### src/rtl/dual_port_ram_reader_if.sv
// rtl/dual_port_ram_reader_if.sv - RAM read port and output stream bundle for dual_port_ram_reader
interface dual_port_ram_reader_if #(
  parameter int DATA_W = 8,
  parameter int ADDR_W = 4
);
  logic              ram_port_en;
  logic [ADDR_W-1:0] ram_addr;
  logic [DATA_W-1:0] ram_data;
  logic [DATA_W-1:0] m_data;
  logic              m_valid;
  logic              m_ready;

  // Reader side: drives the RAM read strobe/address and the stream beat.
  modport master (
    output ram_port_en,
    output ram_addr,
    output m_data,
    output m_valid,
    input  ram_data,
    input  m_ready
  );

  // RAM plus downstream consumer side.
  modport slave (
    input  ram_port_en,
    input  ram_addr,
    input  m_data,
    input  m_valid,
    output ram_data,
    output m_ready
  );
endinterface

### src/rtl/dual_port_ram_reader.sv
// rtl/dual_port_ram_reader.sv - port-1 read sweep engine with 2-entry skid buffer; optional DPR_READER_CHECKSUM_EN
module dual_port_ram_reader #(
  parameter int DATA_W = 8,
  parameter int ADDR_W = 4
) (
  input  logic                  clk,
  input  logic                  rst_n,
  input  logic                  start,
  input  logic [ADDR_W-1:0]     base_addr,
  input  logic [ADDR_W:0]       length,
  dual_port_ram_reader_if.master bus,
  output logic                  busy,
  output logic                  done
`ifdef DPR_READER_CHECKSUM_EN
  ,
  output logic [DATA_W-1:0]     checksum
`endif
);

  typedef enum logic [1:0] {IDLE, RUN, FINISH} state_t;

  localparam logic [ADDR_W-1:0] ONE_A = 1;
  localparam logic [ADDR_W:0]   ONE_L = 1;

  state_t            state;
  state_t            state_nxt;
  logic [ADDR_W-1:0] cur;
  logic [ADDR_W:0]   len_q;
  logic [ADDR_W:0]   issued;
  logic              rd_pending;
  logic [DATA_W-1:0] skid_data;
  logic              skid_valid;

  logic              accept;
  logic              pop;
  logic              push;
  logic              issue;
  logic              all_done;
  logic [1:0]        occ;
  logic [1:0]        occ_after_pop;
  logic [2:0]        slots_used;

  // Buffer occupancy is counted net of the beat leaving this cycle, so a
  // full-rate stream can keep one read in flight while the head drains.
  assign accept        = (state == IDLE) && start;
  assign pop           = bus.m_valid && bus.m_ready;
  assign push          = rd_pending;
  assign occ           = {1'b0, bus.m_valid} + {1'b0, skid_valid};
  assign occ_after_pop = occ - {1'b0, pop};
  assign slots_used    = {1'b0, occ_after_pop} + {2'b00, rd_pending};
  assign issue         = (state == RUN) && (issued < len_q) && (slots_used < 3'd2);
  assign all_done      = (issued == len_q) && !rd_pending && (occ_after_pop == 2'd0);

  assign bus.ram_port_en = issue;
  assign bus.ram_addr    = cur;
  assign busy            = (state != IDLE);
  assign done            = (state == FINISH);

  // State register.
  always_ff @(posedge clk or negedge rst_n) begin
    if (!rst_n) begin
      state <= IDLE;
    end else begin
      state <= state_nxt;
    end
  end

  // Next-state: finish as soon as the last beat leaves, done lasts one cycle.
  always_comb begin
    state_nxt = state;
    case (state)
      IDLE:    if (start) state_nxt = RUN;
      RUN:     if (all_done) state_nxt = FINISH;
      FINISH:  state_nxt = IDLE;
      default: state_nxt = IDLE;
    endcase
  end

  // Address window bookkeeping: capture on start, advance on every issued read.
  always_ff @(posedge clk or negedge rst_n) begin
    if (!rst_n) begin
      cur    <= '0;
      len_q  <= '0;
      issued <= '0;
    end else if (accept) begin
      cur    <= base_addr;
      len_q  <= length;
      issued <= '0;
    end else if (issue) begin
      cur    <= cur + ONE_A;
      issued <= issued + ONE_L;
    end
  end

  // RAM data appears one cycle after the strobe; track that read in flight.
  always_ff @(posedge clk or negedge rst_n) begin
    if (!rst_n) begin
      rd_pending <= 1'b0;
    end else begin
      rd_pending <= issue;
    end
  end

  // Two-entry skid buffer: head is the registered stream output, skid holds
  // the word that arrives while the head is stalled.
  always_ff @(posedge clk or negedge rst_n) begin
    if (!rst_n) begin
      bus.m_data  <= '0;
      bus.m_valid <= 1'b0;
      skid_data   <= '0;
      skid_valid  <= 1'b0;
    end else if (!bus.m_valid || pop) begin
      if (skid_valid) begin
        bus.m_data  <= skid_data;
        bus.m_valid <= 1'b1;
        skid_valid  <= push;
        if (push) begin
          skid_data <= bus.ram_data;
        end
      end else if (push) begin
        bus.m_data  <= bus.ram_data;
        bus.m_valid <= 1'b1;
      end else begin
        bus.m_valid <= 1'b0;
      end
    end else if (push) begin
      skid_data  <= bus.ram_data;
      skid_valid <= 1'b1;
    end
  end

`ifdef DPR_READER_CHECKSUM_EN
  // Running modular sum of transferred beats, cleared when a sweep starts.
  always_ff @(posedge clk or negedge rst_n) begin
    if (!rst_n) begin
      checksum <= '0;
    end else if (accept) begin
      checksum <= '0;
    end else if (pop) begin
      checksum <= checksum + bus.m_data;
    end
  end
`else
`endif

endmodule

### src/flat_wrapper.sv
// flat-port wrapper written by rule: the top's interface ports become plain ports
module dual_port_ram_reader_flat 
#(
  parameter int DATA_W = 8,
  parameter int ADDR_W = 4
)
  (clk, rst_n, start, base_addr, length, busy, done, bus_ram_port_en, bus_ram_addr, bus_m_data, bus_m_valid, bus_ram_data, bus_m_ready);
  dual_port_ram_reader_if #(.DATA_W(DATA_W), .ADDR_W(ADDR_W)) bus_i ();
  input  logic clk;
  input  logic rst_n;
  input  logic start;
  input  logic [ADDR_W-1:0] base_addr;
  input  logic [ADDR_W:0] length;
  output logic busy;
  output logic done;
  output wire logic [$bits(bus_i.ram_port_en)-1:0] bus_ram_port_en;
  output wire logic [$bits(bus_i.ram_addr)-1:0] bus_ram_addr;
  output wire logic [$bits(bus_i.m_data)-1:0] bus_m_data;
  output wire logic [$bits(bus_i.m_valid)-1:0] bus_m_valid;
  input wire logic [$bits(bus_i.ram_data)-1:0] bus_ram_data;
  input wire logic [$bits(bus_i.m_ready)-1:0] bus_m_ready;
  assign bus_ram_port_en = bus_i.ram_port_en;
  assign bus_ram_addr = bus_i.ram_addr;
  assign bus_m_data = bus_i.m_data;
  assign bus_m_valid = bus_i.m_valid;
  assign bus_i.ram_data = bus_ram_data;
  assign bus_i.m_ready = bus_m_ready;
  dual_port_ram_reader #(.DATA_W(DATA_W), .ADDR_W(ADDR_W)) u_core (.clk(clk), .rst_n(rst_n), .start(start), .base_addr(base_addr), .length(length), .bus(bus_i), .busy(busy), .done(done));
endmodule
### config.mk
export PLATFORM = sky130hd
export DESIGN_NAME = dual_port_ram_reader_flat
export DESIGN_NICKNAME = d
export VERILOG_FILES = /design/src/rtl/dual_port_ram_reader_if.sv /design/src/rtl/dual_port_ram_reader.sv /design/src/flat_wrapper.sv
export SDC_FILE = /design/constraint.sdc
export NUM_CORES = 1
export LEC_CHECK = 0
export ABC_AREA = 0
export CORE_MARGIN = 10
export CORE_UTILIZATION = 50
export CTS_CLUSTER_DIAMETER = 100
export CTS_CLUSTER_SIZE = 28
export DETAILED_ROUTE_END_ITERATION = 8
export PLACE_DENSITY = 0.85
export SLEW_MARGIN = 10
export SYNTH_ARGS = -nofsm -noshare
export SYNTH_HDL_FRONTEND = slang
export SYNTH_SLANG_ARGS = --single-unit
### constraint.sdc
create_clock -name clk -period 2.4 [get_ports clk]
set_clock_uncertainty 0.2 [all_clocks]
set_input_delay 0.36 -clock clk [delete_from_list [all_inputs] [get_ports clk]]
set_output_delay 0.36 -clock clk [all_outputs]
set_load 0.005 [all_outputs]
== After elaboration in Yosys (flattened, before gate mapping) ==
Index checks and enable logic that the tools add are counted.
W data, S select, Z words.

* Add/sub/neg operators: 5
* Mux-type cells: 17
* Reductions and logical operators: 17
* Eq/ne operators: 6
* Magnitude comparators: 2

{| class="wikitable"
|+ Operators by type and width
! operator !! count
|-
| $mux W8 || 5
|-
| $mux W5 || 2
|-
| $mux W4 || 2
|-
| $reduce_bool A2 Y1 || 4
|-
| $logic_and A1 B1 Y1 || 6
|-
| $add A5 B1 Y5 const B || 1
|-
| $eq A5 B5 Y1 || 1
|-
| $lt A5 B5 Y1 || 1
|-
| $mux W1 || 5
|-
| $add A4 B1 Y4 const B || 1
|-
| $logic_not A2 Y1 || 2
|-
| $mux W2 || 2
|-
| $ne A2 B1 Y1 const B || 2
|-
| $pmux W2 S2 || 1
|-
| $reduce_and A2 Y1 || 2
|-
| $add A2 B1 Y3 || 1
|-
| $lt A3 B2 Y1 const B || 1
|-
| $add A1 B1 Y2 || 1
|-
| $eq A2 B1 Y1 const B || 1
|-
| $eq A2 B2 Y1 const B || 1
|-
| $logic_not A1 Y1 || 2
|-
| $ne A2 B2 Y1 const B || 1
|-
| $sub A2 B1 Y2 || 1
|-
| $logic_or A1 B1 Y1 || 1
|}

* Output and inout bits: 16
* Register bits after elaboration: 35
* Logic and storage cells: 56
* Input bits: 21

== Logic depth before layout (Yosys ltp) ==
Gate-level depths: netlist of the first run.

* Word-level depth: 7
* Gate-level depth with buffers: 8
* Mapped depth without buffers: 6

== Worst setup path before layout of the first run ==
OpenSTA, ideal clock, no wires.

* Path kind: reg2reg
* Start: register u_core.bus.m_valid
* End: register u_core.cur[3] (netlist: u_core.bus.ram_addr[3])
* Buffers on the path: 1
* Arrival time: 1.864 ns
* Slack: 0.254 ns
* Setup time: 0.082 ns
* Cell stages (with the launch flop): 8
* Cell sequence: dfrtp_1 nor2b_1 clkbuf_1 ha_1 a22oi_4 o2111ai_4 or4_1 a31oi_1

* Word-level cells in the longest chain between the ends: 6
* Elaborated cells on any way between the ends: 7
* Classes of those cells: add/sub (3); order compare (1); reduce/logical (3)

{| class="wikitable"
|+ Ends and longest elaborated chain
! element !! RTL line !! RTL
|-
| start, declared || dual_port_ram_reader_if.sv:18 || <nowiki>output m_valid,</nowiki>
|-
| start signal, assigned || dual_port_ram_reader.sv:109 || <nowiki>bus.m_valid <= 1'b0;</nowiki>
|-
| start signal, assigned || dual_port_ram_reader.sv:115 || <nowiki>bus.m_valid <= 1'b1;</nowiki>
|-
| start signal, assigned || dual_port_ram_reader.sv:122 || <nowiki>bus.m_valid <= 1'b1;</nowiki>
|-
| $add A1 B1 Y2 / $logic_and A1 B1 Y1 (equally long branches) || dual_port_ram_reader.sv:48, dual_port_ram_reader.sv:46 ||
|-
| $sub A2 B1 Y2 (*) || dual_port_ram_reader.sv:49 || <nowiki>assign occ_after_pop = occ - {1'b0, pop};</nowiki>
|-
| $add A2 B1 Y3 (*) || dual_port_ram_reader.sv:50 || <nowiki>assign slots_used = {1'b0, occ_after_pop} + {2'b00, rd_pending};</nowiki>
|-
| $lt A3 B2 Y1 (*) || dual_port_ram_reader.sv:51 || <nowiki>assign issue = (state == RUN) && (issued < len_q) && (slots_used < 3'd2);</nowiki>
|-
| $logic_and A1 B1 Y1 (*) || dual_port_ram_reader.sv:51 ||
|-
| $reduce_bool A2 Y1 (no line) (*) || n/a ||
|-
| end signal, assigned || dual_port_ram_reader.sv:86 || <nowiki>cur <= base_addr;</nowiki>
|-
| end signal, assigned || dual_port_ram_reader.sv:90 || <nowiki>cur <= cur + ONE_A;</nowiki>
|-
| end, declared || dual_port_ram_reader.sv:27 || <nowiki>logic [ADDR_W-1:0] cur;</nowiki>
|}

Mark *: on every way between the ends. The rest lies on a longest branch, timed or not.
A chain may end at the register's enable or synchronous reset.

== Worst setup path in the final report of the first run ==
* Start: register u_core.issued[4]
* End: output port bus_ram_port_en

* Word-level cells in the longest chain between the ends: 3

{| class="wikitable"
|+ Ends and longest elaborated chain
! element !! RTL line !! RTL
|-
| start, declared || dual_port_ram_reader.sv:29 || <nowiki>logic [ADDR_W:0] issued;</nowiki>
|-
| start signal, assigned || dual_port_ram_reader.sv:91 || <nowiki>issued <= issued + ONE_L;</nowiki>
|-
| $lt A5 B5 Y1 || dual_port_ram_reader.sv:51 ||
|-
| $logic_and A1 B1 Y1 (2 in a row) || dual_port_ram_reader.sv:51 ||
|-
| end, declared || flat_wrapper.sv:16 || <nowiki>output wire logic [$bits(bus_i.ram_port_en)-1:0] bus_ram_port_en;</nowiki>
|}

Every way passes these cells.

==> results_tabular.tex, run 1 <==
\begin{tabular}{lr}
\hline
Metric & Value \\
\hline
\multicolumn{2}{l}{\textbf{Run status}} \\
\quad Result of the run & completed \\
\multicolumn{2}{l}{\textbf{Floorplan}} \\
\quad Die boundary height & 78.6 µm \\
\quad Num ports & 37 \\
\quad Initial standard-cell utilization of the core & 51.4\% \\
\quad Die area & 6180 µm² \\
\quad Width of the die & about 80 µm \\
\quad Core area & 3340 µm² \\
\quad Row Count & 21 \\
\multicolumn{2}{l}{\textbf{Timing}} \\
\quad Setup repair after global routing missed its margin & yes \\
\quad Tightest Pin Transition & 0.984 ns \\
\quad Final Slew Violations & 0 \\
\quad Share of the clock period used by the worst path after layout & 95.8\% \\
\quad Relative slew slack & 34.2\% \\
\quad Final setup viols & 0 \\
\quad Final count of hold timing violations & 0 \\
\quad Maximum achievable frequency & 435 MHz \\
\quad Final min period & 2.30 ns \\
\multicolumn{2}{l}{\textbf{Power and ir drop}} \\
\quad Part of the total power dissipated in combinational logic & a little over half \\
\quad Post-layout power & 0.00302 W \\
\quad Power per Cell Area & 1340 nW/µm² \\
\quad Worst IR Drop VDD & about 0.94 mV \\
\quad Register share of total power & 35.5\% \\
\quad Internal power component & 0.00186 W \\
\quad Leakage & just under 1 nW \\
\quad Switching power & about 0.0012 W \\
\quad Clock network fraction of total power & between 10\% and 20\% \\
\quad Switching share of power & about two fifths \\
\multicolumn{2}{l}{\textbf{Clock tree}} \\
\quad \# hold bufs at CTS & 0 \\
\quad Max H-tree Level & 2 \\
\quad Inserted Clock Buffers & 5 \\
\quad Clk pin slew, worst setup/hold paths & 0.10 ns \\
\quad Total number of clock tree sinks & 35 \\
\quad Number of buffers on the longest clock path & 2 \\
\quad Worst-Skew Late Latency & 0.34 ns \\
\quad Clk Tree Root Cell & sky130\_fd\_sc\_hd\_\_clkbuf\_4 \\
\quad Clock tree from TritonCTS & built \\
\multicolumn{2}{l}{\textbf{Drt}} \\
\quad Final routed DRC violation total & 0 \\
\quad Routed wire per std cell & approximately 15 µm \\
\quad Number of vias after detailed routing & 1350 \\
\quad Count of antenna-violating nets left after detailed routing & 0 \\
\quad Via-to-Cell Ratio & 5.34 \\
\quad Total wire length & 3890 µm \\
\quad Drt first-iter violations & 78 \\
\quad 1st-pass router iterations & 4 \\
\multicolumn{2}{l}{\textbf{Yosys}} \\
\quad Number of synthesized register bits & 35 \\
\quad Count of synthesis-stage warnings from yosys & 0 \\
\quad Count of cell types in the netlist & 37 \\
\quad Sequential-to-total area share from yosys stat & 51.0\% \\
\quad Nets in the synthesized netlist & 188 \\
\quad Largest cells by area after synthesis & sky130\_fd\_sc\_hd\_\_dfrtp\_1, sky130\_fd\_sc\_hd\_\_ha\_1, sky130\_fd\_sc\_hd\_\_mux2i\_1, sky130\_fd\_sc\_hd\_\_mux2\_2, sky130\_fd\_sc\_hd\_\_nor2\_1 \\
\quad Number of enable-type register cells in the synthesized netlist & 0 \\
\quad Area of the mapped netlist & 1720 µm² \\
\quad Per-instance average area after synthesis & 10.8 µm² \\
\quad Area share of the largest cell type after synthesis & 51.0\% \\
\quad Most instantiated cells after synthesis & sky130\_fd\_sc\_hd\_\_dfrtp\_1, sky130\_fd\_sc\_hd\_\_nor2\_1, sky130\_fd\_sc\_hd\_\_a21oi\_1 \\
\quad Cell taking the most area after synthesis & sky130\_fd\_sc\_hd\_\_dfrtp\_1 \\
\quad Top-count cell post-synth & sky130\_fd\_sc\_hd\_\_dfrtp\_1 \\
\quad Cells after Synth & about 160 \\
\quad Post-synthesis async set-or-reset flop share & 100\% \\
\quad Most common flop cell mapped by yosys & sky130\_fd\_sc\_hd\_\_dfrtp\_1 \\
\multicolumn{2}{l}{\textbf{Final layout}} \\
\quad Ratio of cells with drive above 1 in the final layout & 17.9\% \\
\quad Number of cells in the finished layout apart from fillers & $\sim$250 \\
\quad \# fillers & 264 \\
\quad Post-synthesis to final-layout area growth & 31.3\% \\
\quad Number of antenna cells inserted & 0 \\
\quad Net count of the finished layout & 235 \\
\multicolumn{2}{l}{\textbf{Critical path}} \\
\quad Max stage delay on crit path & 0.44 ns \\
\quad Worst Path Buf+Inv & 1 \\
\quad Crit Path Category & flop to output port \\
\quad Cell class contributing the biggest share of worst-path delay & flip-flops \\
\quad Arrival time of the worst setup path & between 1.5 and 2 ns \\
\quad Slowest stage cell on the critical path & sky130\_fd\_sc\_hd\_\_dfrtp\_1 \\
\quad Launch point of the worst path & u\_core.issued[4] \\
\quad Element type at the critical path end & output port \\
\quad Worst flop-to-flop path startpoint & u\_core.bus.m\_valid \\
\quad Series of cell instances along the critical path & ha\_4 > nand4\_1 > o2111ai\_4 > nor2\_2 > buf\_2 \\
\quad Nature of the critical path startpoint & flop \\
\quad Required time of the worst setup path & roughly 1.8 ns \\
\quad Worst-path maximum fanout & 3 \\
\multicolumn{2}{l}{\textbf{Job}} \\
\quad Maximum capacitance violations & 0 \\
\multicolumn{2}{l}{\textbf{Min path}} \\
\quad Hold WC Path Type & primary input to async pin \\
\multicolumn{2}{l}{\textbf{Global routing}} \\
\quad Largest net degree at the start of global routing & 36 \\
\quad GRT Total Usage & 13.2\% \\
\quad Vias in the first global route & 1462 \\
\quad Initial antenna violation count & 0 \\
\quad Wire length of the first global-routing pass & 6680 µm \\
\quad Total congestion overflow after global routing & 0 \\
\multicolumn{2}{l}{\textbf{Placed design}} \\
\quad HPWL after detailed placement & a little under 3000 µm \\
\quad RePlAce Congestion & 0.805 \\
\quad Number of cells after detailed placement & 243 \\
\quad Number of buffers inserted by port buffering & 36 \\
\hline
\end{tabular}
[cell usage in the layout, fill, tap and decap left out, types with 2 or more instances in the layout]
| cell | count |
|---|---|
| sky130_fd_sc_hd__ha_1 | 6 |
| sky130_fd_sc_hd__o31ai_1 | 3 |
| sky130_fd_sc_hd__mux2_2 | 8 |
| sky130_fd_sc_hd__nor2_2 | 2 |
| sky130_fd_sc_hd__nand2_1 | 11 |
| sky130_fd_sc_hd__mux2i_1 | 9 |
| sky130_fd_sc_hd__clkbuf_4 | 5 |
| sky130_fd_sc_hd__inv_1 | 6 |
| sky130_fd_sc_hd__ha_4 | 2 |
| sky130_fd_sc_hd__nor2_1 | 16 |
| sky130_fd_sc_hd__buf_4 | 10 |
| sky130_fd_sc_hd__or4_1 | 3 |
| sky130_fd_sc_hd__a21oi_1 | 12 |
| sky130_fd_sc_hd__nand3_1 | 6 |
| sky130_fd_sc_hd__dfrtp_1 | 35 |
| sky130_fd_sc_hd__o21ai_0 | 9 |
| sky130_fd_sc_hd__a31oi_1 | 3 |
| sky130_fd_sc_hd__nand2b_1 | 2 |
| sky130_fd_sc_hd__clkdlybuf4s50_1 | 35 |
| sky130_fd_sc_hd__or3_1 | 2 |
[layer usage]
layer	routed length (µm)	GRT usage (%)
met1	1600	14.2
met2	1990	22.9
met3	250	6.04
met4	40	3.58
met5	0	0
[registers in the layout (all words and copies together) (netlist names)]
signal,cells
u_core.bus.m_valid,1
u_core.bus.m_data,8
u_core.state,2
u_core.skid_valid,1
u_core.bus.ram_addr,4
u_core.len_q,5
u_core.skid_data,8
u_core.issued,5
u_core.push,1
[worst reg2reg max path: stages (launching register included)]
cell and delay, ns:
sky130_fd_sc_hd__dfrtp_1 0.36, sky130_fd_sc_hd__nor2b_2 0.21, sky130_fd_sc_hd__ha_4 0.23, sky130_fd_sc_hd__a22oi_4 0.16, sky130_fd_sc_hd__o2111ai_4 0.14, sky130_fd_sc_hd__buf_4 0.20
sky130_fd_sc_hd__or4_1 0.47, sky130_fd_sc_hd__a31oi_1 0.19
[kinds of logic (layout without fill, tap and decap cells)]
| kind of cell | Yosys count | in the layout | share of synthesized area [%] |
|---|---|---|---|
| adder cells (fa/ha/maj) | 9 | 9 | 6.41 |
| flip-flops | 35 | 35 | 51.0 |
| AO/OA/AOI/OAI | 34 | 34 | 13.8 |
| AND/OR/NAND/NOR | 52 | 52 | 14.9 |
| buffers and inverters | 12 | 60 | 3.28 |
| multiplexers | 17 | 17 | 10.5 |
[power groups by stage]
| stage | Sequential (W) | Clock, W | Combinational, W |
|---|---|---|---|
| detailed placement | 0.00108 | 0 | 0.00158 |
| CTS | 0.00107 | 0.000322 | 0.00162 |
| finish | 0.00107 | 0.000308 | 0.00164 |
| global placement | 0.00105 | 0 | 0.00150 |
| global route | 0.00111 | 0.000343 | 0.00182 |
| floorplan | 0.00105 | 0 | 0.00100 |
[stage by stage]
step	hold WS (ns)	util (%)	setup slack, ns	cell area (µm²)	TNS, ns
floorplan	-0.136	-	0.254	1720	0
CTS	0.223	67.3	0.0795	2250	0
finish	0.230	67.6	0.0996	2250	0
global placement	0.247	64.8	-0.339	2160	-0.926
detailed placement	0.265	64.8	-0.375	2160	-1.34
global route	0.239	67.6	-0.00930	2250	-0.00930
[final timing paths]
check,to,cells past startpoint,slack [ns]
setup / recovery,bus_ram_port_en,5,0.1
setup reg to reg,u_core.bus.ram_addr[3],7,0.17
hold reg to reg,u_core.state[0],1,0.29
min in group clk,u_core.state[0],1,0.29
max in group asynchronous,u_core.push,2,1.46
hold / removal,u_core.issued[4],2,0.23
[timing repair]
item | CTS | global route
pin swaps | 2 | 4
endpoints found under the hold margin | 0 | 0
endpoints found under the setup margin | 1 | 1
cloned | 0 | 0
buffers inserted | 1 | 1
resized for setup | 8 | 0
[final cells by class]
cell class                 count  area [µm²]  area share [%]
sequential                    35         876            38.8
multi-input combinational    112         815            36.1
timing repair buffer          46         430            19.1
tap                           46        57.6            2.55
clock buffer                   6        41.3            1.83
inverter                       6        22.5           0.999
clock inverter                 2        12.5           0.555
No activity file was read; power rests on OpenSTA's default activity.
==> inputs of run 2 (changes only) <==
--- a/config.mk
+++ b/config.mk
@@ -9,7 +9,7 @@
 export CORE_MARGIN = 10
 export CORE_UTILIZATION = 50
 export CTS_CLUSTER_DIAMETER = 100
-export CTS_CLUSTER_SIZE = 28
+export CTS_CLUSTER_SIZE = 12
 export DETAILED_ROUTE_END_ITERATION = 8
 export PLACE_DENSITY = 0.85
 export SLEW_MARGIN = 10
==> results of run 2 <==
Same layout as run 1: the final DEF is identical, and so are final timing and power.
